[src/rtl/counter_pkg.sv]
// Shared types and constants for the configurable up/down counter.
// Direction and boundary-mode enums mirror the single-bit control inputs.
package counter_pkg;

  typedef enum logic {
    COUNT_DOWN = 1'b0,
    COUNT_UP   = 1'b1
  } count_dir_e;

  typedef enum logic {
    MODE_WRAP     = 1'b0,
    MODE_SATURATE = 1'b1
  } bound_mode_e;

  localparam int unsigned COUNTER_MIN_WIDTH = 2;

endpackage

[src/rtl/counter_prescaler.sv]
// Enable-gated cycle divider: tick_o marks the enabled cycle on which the count equals div_i.
// Count returns to 0 after the tick; restart_i forces 0; disabled cycles hold the count.
module counter_prescaler #(
  parameter int unsigned PRESCALE_W = 8
) (
  input  logic                  clock_i,
  input  logic                  reset_n_i,
  input  logic                  enable_i,
  input  logic                  restart_i,
  input  logic [PRESCALE_W-1:0] div_i,
  output logic                  tick_o
);

  logic [PRESCALE_W-1:0] count_q;
  logic [PRESCALE_W-1:0] count_d;
  logic                  at_div;

  assign at_div = (count_q == div_i);
  assign tick_o = enable_i & at_div;

  always_comb begin
    count_d = count_q;
    if (restart_i) begin
      count_d = '0;
    end else if (enable_i) begin
      count_d = at_div ? '0 : count_q + PRESCALE_W'(1);
    end
  end

  always_ff @(posedge clock_i or negedge reset_n_i) begin
    if (!reset_n_i) begin
      count_q <= '0;
    end else begin
      count_q <= count_d;
    end
  end

endmodule

[src/rtl/counter_configurable.sv]
// WIDTH-bit up/down counter with limit, wrap/saturate, clear/load and registered terminal pulse; 1-cycle latency.
// Optional enable-gated prescaler when COUNTER_PRESCALE_EN is defined.
module counter_configurable
  import counter_pkg::*;
#(
  parameter int unsigned WIDTH      = 4,
  parameter int unsigned PRESCALE_W = 8
) (
  input  logic                  clock_i,
  input  logic                  reset_n_i,
  input  logic                  enable_i,
  input  logic                  clear_i,
  input  logic                  load_i,
  input  logic [WIDTH-1:0]      load_value_i,
  input  logic                  up_i,
  input  logic                  saturate_i,
  input  logic [WIDTH-1:0]      limit_i,
`ifdef COUNTER_PRESCALE_EN
  input  logic [PRESCALE_W-1:0] prescale_div_i,
`endif
  output logic [WIDTH-1:0]      counter_value_o,
  output logic                  terminal_o
);

  generate
    if (WIDTH < COUNTER_MIN_WIDTH || PRESCALE_W < 1) begin : g_bad_cfg
      $error("counter_configurable: WIDTH must be >= 2 and PRESCALE_W >= 1");
    end
  endgenerate

  logic [WIDTH-1:0] value_q;
  logic [WIDTH-1:0] value_d;
  logic             terminal_q;
  logic             terminal_d;
  logic             tick;
  logic             step;
  logic             at_bound;
  count_dir_e       dir;
  bound_mode_e      mode;

`ifdef COUNTER_PRESCALE_EN
  counter_prescaler #(
    .PRESCALE_W (PRESCALE_W)
  ) u_prescaler (
    .clock_i   (clock_i),
    .reset_n_i (reset_n_i),
    .enable_i  (enable_i),
    .restart_i (clear_i | load_i),
    .div_i     (prescale_div_i),
    .tick_o    (tick)
  );
`else
  assign tick = 1'b1;
`endif

  assign dir  = count_dir_e'(up_i);
  assign mode = bound_mode_e'(saturate_i);
  assign step = enable_i & tick & ~clear_i & ~load_i;

  // Values loaded above the limit count as already at the upper boundary.
  assign at_bound = (dir == COUNT_UP) ? (value_q >= limit_i) : (value_q == '0);

  always_comb begin
    value_d    = value_q;
    terminal_d = 1'b0;
    if (clear_i) begin
      value_d = '0;
    end else if (load_i) begin
      value_d = load_value_i;
    end else if (step) begin
      terminal_d = at_bound;
      if (dir == COUNT_UP) begin
        if (!at_bound) begin
          value_d = value_q + WIDTH'(1);
        end else if (mode == MODE_SATURATE) begin
          value_d = limit_i;
        end else begin
          value_d = '0;
        end
      end else begin
        if (!at_bound) begin
          value_d = value_q - WIDTH'(1);
        end else if (mode == MODE_SATURATE) begin
          value_d = '0;
        end else begin
          value_d = limit_i;
        end
      end
    end
  end

  always_ff @(posedge clock_i or negedge reset_n_i) begin
    if (!reset_n_i) begin
      value_q    <= '0;
      terminal_q <= 1'b0;
    end else begin
      value_q    <= value_d;
      terminal_q <= terminal_d;
    end
  end

  assign counter_value_o = value_q;
  assign terminal_o      = terminal_q;

endmodule

[config.mk]
export PLATFORM = sky130hd
export DESIGN_NAME = counter_configurable
export DESIGN_NICKNAME = d
export VERILOG_FILES = /design/src/rtl/counter_pkg.sv /design/src/rtl/counter_prescaler.sv /design/src/rtl/counter_configurable.sv
export SDC_FILE = /design/constraint.sdc
export NUM_CORES = 1
export LEC_CHECK = 0
export CAP_MARGIN = 20
export CORE_AREA = 2 2 39 41
export CTS_CLUSTER_DIAMETER = 60
export DETAILED_ROUTE_END_ITERATION = 16
export DIE_AREA = 0 0 41 43
export DONT_BUFFER_PORTS = 1
export PLACE_DENSITY = 0.58
export SLEW_MARGIN = 5
export SYNTH_ARGS = -nofsm -noshare
export SYNTH_HDL_FRONTEND = slang
export SYNTH_SLANG_ARGS = --single-unit
[constraint.sdc]
create_clock -name clock_i -period 2.7 [get_ports clock_i]
set_input_delay 0.135 -clock clock_i [delete_from_list [all_inputs] [get_ports clock_i]]
set_output_delay 0.135 -clock clock_i [all_outputs]
set_load 0.02 [all_outputs]
== After elaboration in Yosys (flattened, before gate mapping) ==
Index checks and enable logic that the tools add are counted.
Word-level totals
  output and inout port bits: 5
  register bits: 5
  input port bits: 15
  logic and storage cells: 23
Cells by class
  magnitude comparators: 1
  muxes and demuxes: 12
  add/sub/neg operators: 2
  reductions and logical operators: 2
  bitwise gates (word level): 4
Operators by type and width (number)
  two-way mux 4 bit: 8
  adder 4 x 1 -> 4 bit (second input constant): 1
  greater-or-equal comparator 4 bit: 1
  logical NOT 4 bit: 1
  two-way mux 1 bit: 4
  subtractor 4 x 1 -> 4 bit (second input constant): 1
  nonzero test 3 bit: 1
  AND 1 bit: 2
  inverter 1 bit: 2

== Logic depth before layout (Yosys ltp) ==
Gate-level depths: netlist of the first run.
  word-level depth: 7
  depth in mapped cells: 7
  depth with buffers taken out: 7

== Least setup slack after synthesis of the first run ==
OpenSTA, ideal clock, no wires.
  kind: reg-to-reg
  start: register value_q[0] (netlist: counter_value_o[0])
  end: register value_q[2] (netlist: counter_value_o[2])
  stages on the path, launching flop included: 8
  setup time: 0.096 ns
  slack: 0.584 ns
  buffers on the path: 0
  clock period less this slack: 2.116 ns
  data required time: 2.604 ns
  arrival: 2.020 ns
  path through: dfrtp_1 > inv_1 > ha_1 > nor3b_1 > o2111ai_2 > o21ai_2 > mux2_4 > a311oi_2
On the way
  word-level cells in the longest chain between the ends: 7
  elaborated cells on any way between the ends: 11
  those cells by class: add/sub (2); order compare (1); mux (7); reduce/logical (1)
Ends and longest elaborated chain
  start, declared: line counter_configurable.sv:31  | logic [WIDTH-1:0] value_q;
  start signal, assigned: line counter_configurable.sv:97  | value_q <= value_d;
  greater-or-equal comparator 4 bit / logical NOT 4 bit (equally long branches): line counter_configurable.sv:61  | assign at_bound = (dir == COUNT_UP) ? (value_q >= limit_i) : (value_q == '0);
  two-way mux 1 bit: line counter_configurable.sv:61
  two-way mux 4 bit, on equally long branches: line counter_configurable.sv:81, counter_configurable.sv:73
  two-way mux 4 bit (*): line counter_configurable.sv:72  | if (dir == COUNT_UP) begin
  two-way mux 4 bit (*): line counter_configurable.sv:70  | end else if (step) begin
  two-way mux 4 bit (*): line counter_configurable.sv:68  | end else if (load_i) begin
  two-way mux 4 bit (*): line counter_configurable.sv:66  | if (clear_i) begin
Mark *: on every way between the ends. The rest lies on a longest branch, timed or not. The select of a mux whose other input is x is not followed.
A chain may end at the register's enable or synchronous reset.

== Final worst setup path of the first run ==
Same ends and word-level chain as after synthesis.

==> results of run 1 <==
sequential cells by signal, summed over array words and instances (netlist names):
signal and flops:
counter_value_o 4, terminal_o 1
cell families (layout without fill, tap and decap cells):
group | Yosys count | count (layout) | share of synthesized area [%]
AO/OA/AOI/OAI | 18 | 18 | 24.0
XOR/XNOR | 3 | 3 | 4.58
adder cells (fa/ha/maj) | 7 | 7 | 15.2
buffers and inverters | 12 | 18 | 8.06
flip-flops | 5 | 5 | 21.8
multiplexers | 4 | 4 | 8.06
AND/OR/NAND/NOR | 20 | 20 | 18.3
path summary, 6_finish.rpt:
kind | start | to | slack, ns
max in group asynchronous | reset_n_i | terminal_o | 2.31
min | enable_i | counter_value_o[2] | 0.02
max | counter_value_o[0] | counter_value_o[2] | 0.37
max reg2reg | counter_value_o[0] | counter_value_o[2] | 0.37
min reg2reg | counter_value_o[3] | counter_value_o[3] | 0.86
min in group asynchronous | reset_n_i | counter_value_o[1] | 0.19
layout make-up:
type                       count  area [µm²]
timing repair buffer           4        35.0
inverter                      10        37.5
sequential                     5         125
multi-input combinational     52         403
tap                           16        20.0
clock buffer                   4        26.3
fill                         141         737
power groups by stage:
| stage | combinational (mW) | clock [mW] | sequential (mW) |
|---|---|---|---|
| floorplan | 0.0765 | 0 | 0.0980 |
| global placement | 0.0993 | 0 | 0.0940 |
| detailed placement | 0.0993 | 0 | 0.0944 |
| CTS | 0.105 | 0.0925 | 0.0932 |
| global route | 0.116 | 0.0949 | 0.0942 |
| finish | 0.105 | 0.0879 | 0.0931 |
repair_timing:
action	in CTS	in global routing
hold endpoints to repair	8	0
hold buffers	2	0
gates resized for setup	0	0
synthesized netlist by cell type:
cell	number
buf_2	1
dfrtp_1	5
a311oi_2	1
o31a_2	1
xnor2_1	2
o2111ai_2	1
o211ai_1	2
mux2_2	1
o2111a_1	1
nand3_1	3
or3_1	2
nand2_1	4
mux2_4	1
a211oi_1	2
a21oi_1	3
xor2_1	1
inv_1	10
nor4_1	2
mux2i_1	2
ha_1	7
clkbuf_1	1
nor3_1	3
a31oi_1	1
nor3b_1	1
o22ai_1	1
nor2_1	4
o21ai_2	1
o21ai_0	4
nor3b_2	1
per-layer routing:
| layer | vias to the layer above | global-route usage [%] |
|---|---|---|
| met1 | 252 | 26.0 |
| li1 | 263 | - |
| met3 | 2 | 9.95 |
| met5 | - | 0 |
| met2 | 23 | 28.1 |
| met4 | 0 | 4.67 |
worst reg2reg max path: stages (launching register included):
cell	delay, ns
dfrtp_1	0.55
inv_1	0.16
ha_1	0.30
nor3b_1	0.23
o2111ai_2	0.22
o21ai_2	0.16
mux2_4	0.33
a311oi_2	0.27
stage by stage:
stage | util (%) | hold WS, ns
finish | 46.7 | 0.0153
detailed placement | 43.4 | -0.160
global placement | 43.4 | -0.160
global route | 46.7 | 0.00716
CTS | 46.7 | 0.00489
floorplan | - | -0.161
==> flow_summary.json, run 1 <==
{
  "port_buffers": 0,
  "dr.pass1.iters": 4,
  "p_comb_share_pct": 36.8,
  "avgSynthCellArea_um2": 8.32,
  "p_total_mw": 0.286,
  "fp.dieH_um": 43,
  "final_cell_mix": "inv_1, ha_1, dfrtp_1",
  "design_area_um2": 647,
  "syn2layout_area_growth_pct": 12.6,
  "power.sequential.fraction_pct": 32.5,
  "root_buffer": "clkbuf_4",
  "p_leak_nw": 0.291,
  "cp_top_family": "compound AO/OA/AOI/OAI gates",
  "slowest_delay_ns": 0.55,
  "crit_buf_inv": 1,
  "crit_arrival_ns": 2.47,
  "cts.htree.levels": 1,
  "setup_ws_ns": 0.373,
  "start_kind": "register",
  "clkTransAtPathRegs_ns": 0.04,
  "core_area_mm2": 0.00138,
  "cts.sinks": 5,
  "crit_chain": "inv_1, ha_1, nor3b_1, o2111ai_2, o21ai_2, mux2_4, a311oi_2",
  "post-place-ws_ns": 0.385,
  "maxUsedRoutingLayer": "met4",
  "worst_clock_skew_ns": 0.00258,
  "grtUsageTotal_pct": 19.7,
  "grt_max_degree": 11,
  "p_int_mw": 0.186,
  "layout.nets": 98,
  "netlist.area_leader.share_pct": 21.8,
  "syn_inst": 69,
  "cpMaxStageDelayCell": "dfrtp_1",
  "ios": 20,
  "cts_tree": "yes",
  "antenna_found_initial": 0,
  "wl_met2_um": 758,
  "power_per_cell_area_mw_per_mm2": 443,
  "cts_buffers": 3,
  "min_path_cells": 1,
  "finalHoldViolCount": 0,
  "dp_cells": 85,
  "drc": 0,
  "layout_commonest_cell": "inv_1",
  "critical_path.endpoint_type": "register",
  "ff2ff_path_depth": 7,
  "wl_um": 1510,
  "worstMarginPinSlew_ns": 0.384,
  "fin_setup_tns_ns": 0,
  "grt_pass1_vias": 514,
  "worst_ep_required_time_ns": 2.85,
  "switching_share_pct": 35.2,
  "drive_above_1_share_pct": 16.0,
  "wl_met1_um": 633,
  "status": "completed",
  "path_depth": 7,
  "yosys-top-cells-area": "dfrtp_1, ha_1, inv_1",
  "die_area_mm2": 0.00176,
  "ys_warn_count": 0,
  "grt_pass1_wl_um": 2330,
  "post_cts_buffers": 0,
  "place_area_um2": 601,
  "die_x_um": 41,
  "p_clk_share_pct": 30.7,
  "ys_ff_latch": 5,
  "vias_per_cell": 5.93,
  "p_switching_mw": 0.101,
  "gp_congestion": 0.807,
  "period_minus_slack_ns": 2.33,
  "fin_cells": 91,
  "post-dp-hpwl_um": 1200,
  "num_rows": 14,
  "ant_nets": 0,
  "clock.fmax_mhz": 430,
  "synth.distinct_cells": 29,
  "setup_viol": 0,
  "clockBufferDepth": 2,
  "hold_class": "input pin to register",
  "clk_latency_ns": 0.24,
  "criticalPathCategory": "register to register",
  "diodes": 0,
  "start_util_pct": 41.5,
  "slew_violations": 0,
  "synth_fp_nets": 91,
  "netlist_area_um2": 574,
  "vdd_drop_max_v": 0.000217,
  "routedWlPerCell_um": 16.6,
  "cap_violations": 0,
  "crit_fanout": 6,
  "overflow": 0,
  "yosysTopAreaCell": "dfrtp_1",
  "period_share_pct": 86.2,
  "vias": 540,
  "wl_met3_um": 100,
  "drt_iter0_drc": 28,
  "relSlewSlack_pct": 74.4,
  "rsz0062_at_grt": "false",
  "yosysSeqAreaShare_pct": 21.8
}
Note: power is estimated with default switching activity, not from simulation.
==> run 2, diff against run 1 <==
- MAX_ROUTING_LAYER: default -> met4
==> flow_summary.json, run 2 (same netlist as run 1, synthesis figures left out) <==
{
  "port_buffers": 0,
  "overflow": 0,
  "ant_nets": 0,
  "slowest_delay_ns": 0.55,
  "clkTransAtPathRegs_ns": 0.04,
  "clk_latency_ns": 0.24,
  "antenna_found_initial": 0,
  "fp.dieH_um": 43,
  "rsz0062_at_grt": "false",
  "syn2layout_area_growth_pct": 12.6,
  "clockBufferDepth": 2,
  "ios": 20,
  "wl_um": 1500,
  "layout_commonest_cell": "inv_1",
  "clock.fmax_mhz": 430,
  "place_area_um2": 601,
  "grt_pass1_vias": 512,
  "diodes": 0,
  "cap_violations": 0,
  "post-dp-hpwl_um": 1200,
  "start_util_pct": 41.5,
  "crit_fanout": 6,
  "design_area_um2": 647,
  "drive_above_1_share_pct": 16.0,
  "period_minus_slack_ns": 2.32,
  "setup_viol": 0,
  "vias_per_cell": 5.92,
  "routedWlPerCell_um": 16.4,
  "crit_chain": "inv_1, ha_1, nor3b_1, o2111ai_2, o21ai_2, mux2_4, a311oi_2",
  "cts.sinks": 5,
  "drc": 0,
  "start_kind": "register",
  "finalHoldViolCount": 0,
  "worstMarginPinSlew_ns": 0.388,
  "num_rows": 14,
  "power_per_cell_area_mw_per_mm2": 444,
  "layout.nets": 98,
  "gp_congestion": 0.819,
  "die_x_um": 41,
  "hold_class": "input pin to register",
  "fin_setup_tns_ns": 0,
  "vdd_drop_max_v": 0.000217,
  "cts_tree": "yes",
  "cpMaxStageDelayCell": "dfrtp_1",
  "dr.pass1.iters": 4,
  "root_buffer": "clkbuf_4",
  "drt_iter0_drc": 20,
  "period_share_pct": 86.1,
  "vias": 539,
  "worst_clock_skew_ns": 0.00264,
  "relSlewSlack_pct": 74.2,
  "cts_buffers": 3,
  "worst_ep_required_time_ns": 2.85,
  "crit_arrival_ns": 2.47,
  "grtUsageTotal_pct": 20.2,
  "largest_reg_flops": 4,
  "final_cell_mix": "inv_1, ha_1, dfrtp_1",
  "criticalPathCategory": "register to register",
  "status": "completed",
  "grt_pass1_wl_um": 2340,
  "core_area_mm2": 0.00138,
  "critical_path.endpoint_type": "register",
  "cp_top_family": "compound AO/OA/AOI/OAI gates",
  "slew_violations": 0,
  "die_area_mm2": 0.00176,
  "grt_max_degree": 11,
  "p_leak_nw": 0.291,
  "crit_buf_inv": 1,
  "cts.htree.levels": 1
}
## run 2: cell counts in the layout (fill, tap and decap cells not counted)
Identical to the previous run, type by type.
## run 2: worst paths after layout
kind,startpoint,to,slack [ns],cells past startpoint
hold / removal,clear_i,counter_value_o[0],0.01,1
setup reg to reg,counter_value_o[0],counter_value_o[2],0.38,7
max in group asynchronous,reset_n_i,terminal_o,2.30,1
min in group asynchronous,reset_n_i,counter_value_o[1],0.19,1
hold reg to reg,counter_value_o[3],counter_value_o[3],0.85,3
setup / recovery,counter_value_o[0],counter_value_o[2],0.38,7
## run 2: worst reg2reg max path, cell delays in order (launching register included)
cell	delay, ns
dfrtp_1	0.55
inv_1	0.16
ha_1	0.30
nor3b_1	0.23
o2111ai_2	0.22
o21ai_2	0.16
mux2_4	0.33
a311oi_2	0.27
## run 2: per-layer routing
| metal | part of all wire (%) | GRT usage [%] | up-vias |
|---|---|---|---|
| met2 | 48 | 27.8 | 25 |
| li1 | - | - | 262 |
| met3 | 7.8 | 8.90 | 2 |
| met5 | 0 | - | - |
| met4 | 1.4 | 4.67 | 0 |
| met1 | 42 | 26.9 | 250 |
## run 2: layout make-up
class	count	area, µm²
tap	16	20.0
inverter	10	37.5
timing repair buffer	4	35.0
sequential	5	125
fill	141	737
clock buffer	4	26.3
multi-input combinational	52	403
## run 2: power by group
group	total (mW)	internal [mW]	switching (mW)
combinational	0.106	0.0488	0.0569
sequential	0.0931	0.0810	0.0122
clock	0.0884	0.0560	0.0325
total	0.287	0.186	0.102
## run 2: repair_timing
| item | 4_1_cts | 5_1_grt |
|---|---|---|
| setup endpoints to repair | 0 | 0 |
| hold buffers | 2 | 0 |
| setup buffers | 0 | 0 |
| resized for setup | 0 | 0 |
| endpoints found under the hold margin | 8 | 0 |
## run 2: metrics by stage
| step | cells | total power, mW | hold WS (ns) | worst slack, ns | util [%] |
|---|---|---|---|---|---|
| final | 91 | 0.287 | 0.0104 | 0.376 | 46.7 |
| after global routing | 91 | 0.305 | 0.00717 | 0.230 | 46.7 |
| after CTS | 91 | 0.291 | 0.00489 | 0.361 | 46.7 |
| after detailed placement | 85 | 0.194 | -0.160 | 0.385 | 43.4 |
| after global placement | 85 | 0.193 | -0.160 | 0.478 | 43.4 |
| after floorplan | 69 | 0.175 | -0.161 | 0.584 | - |
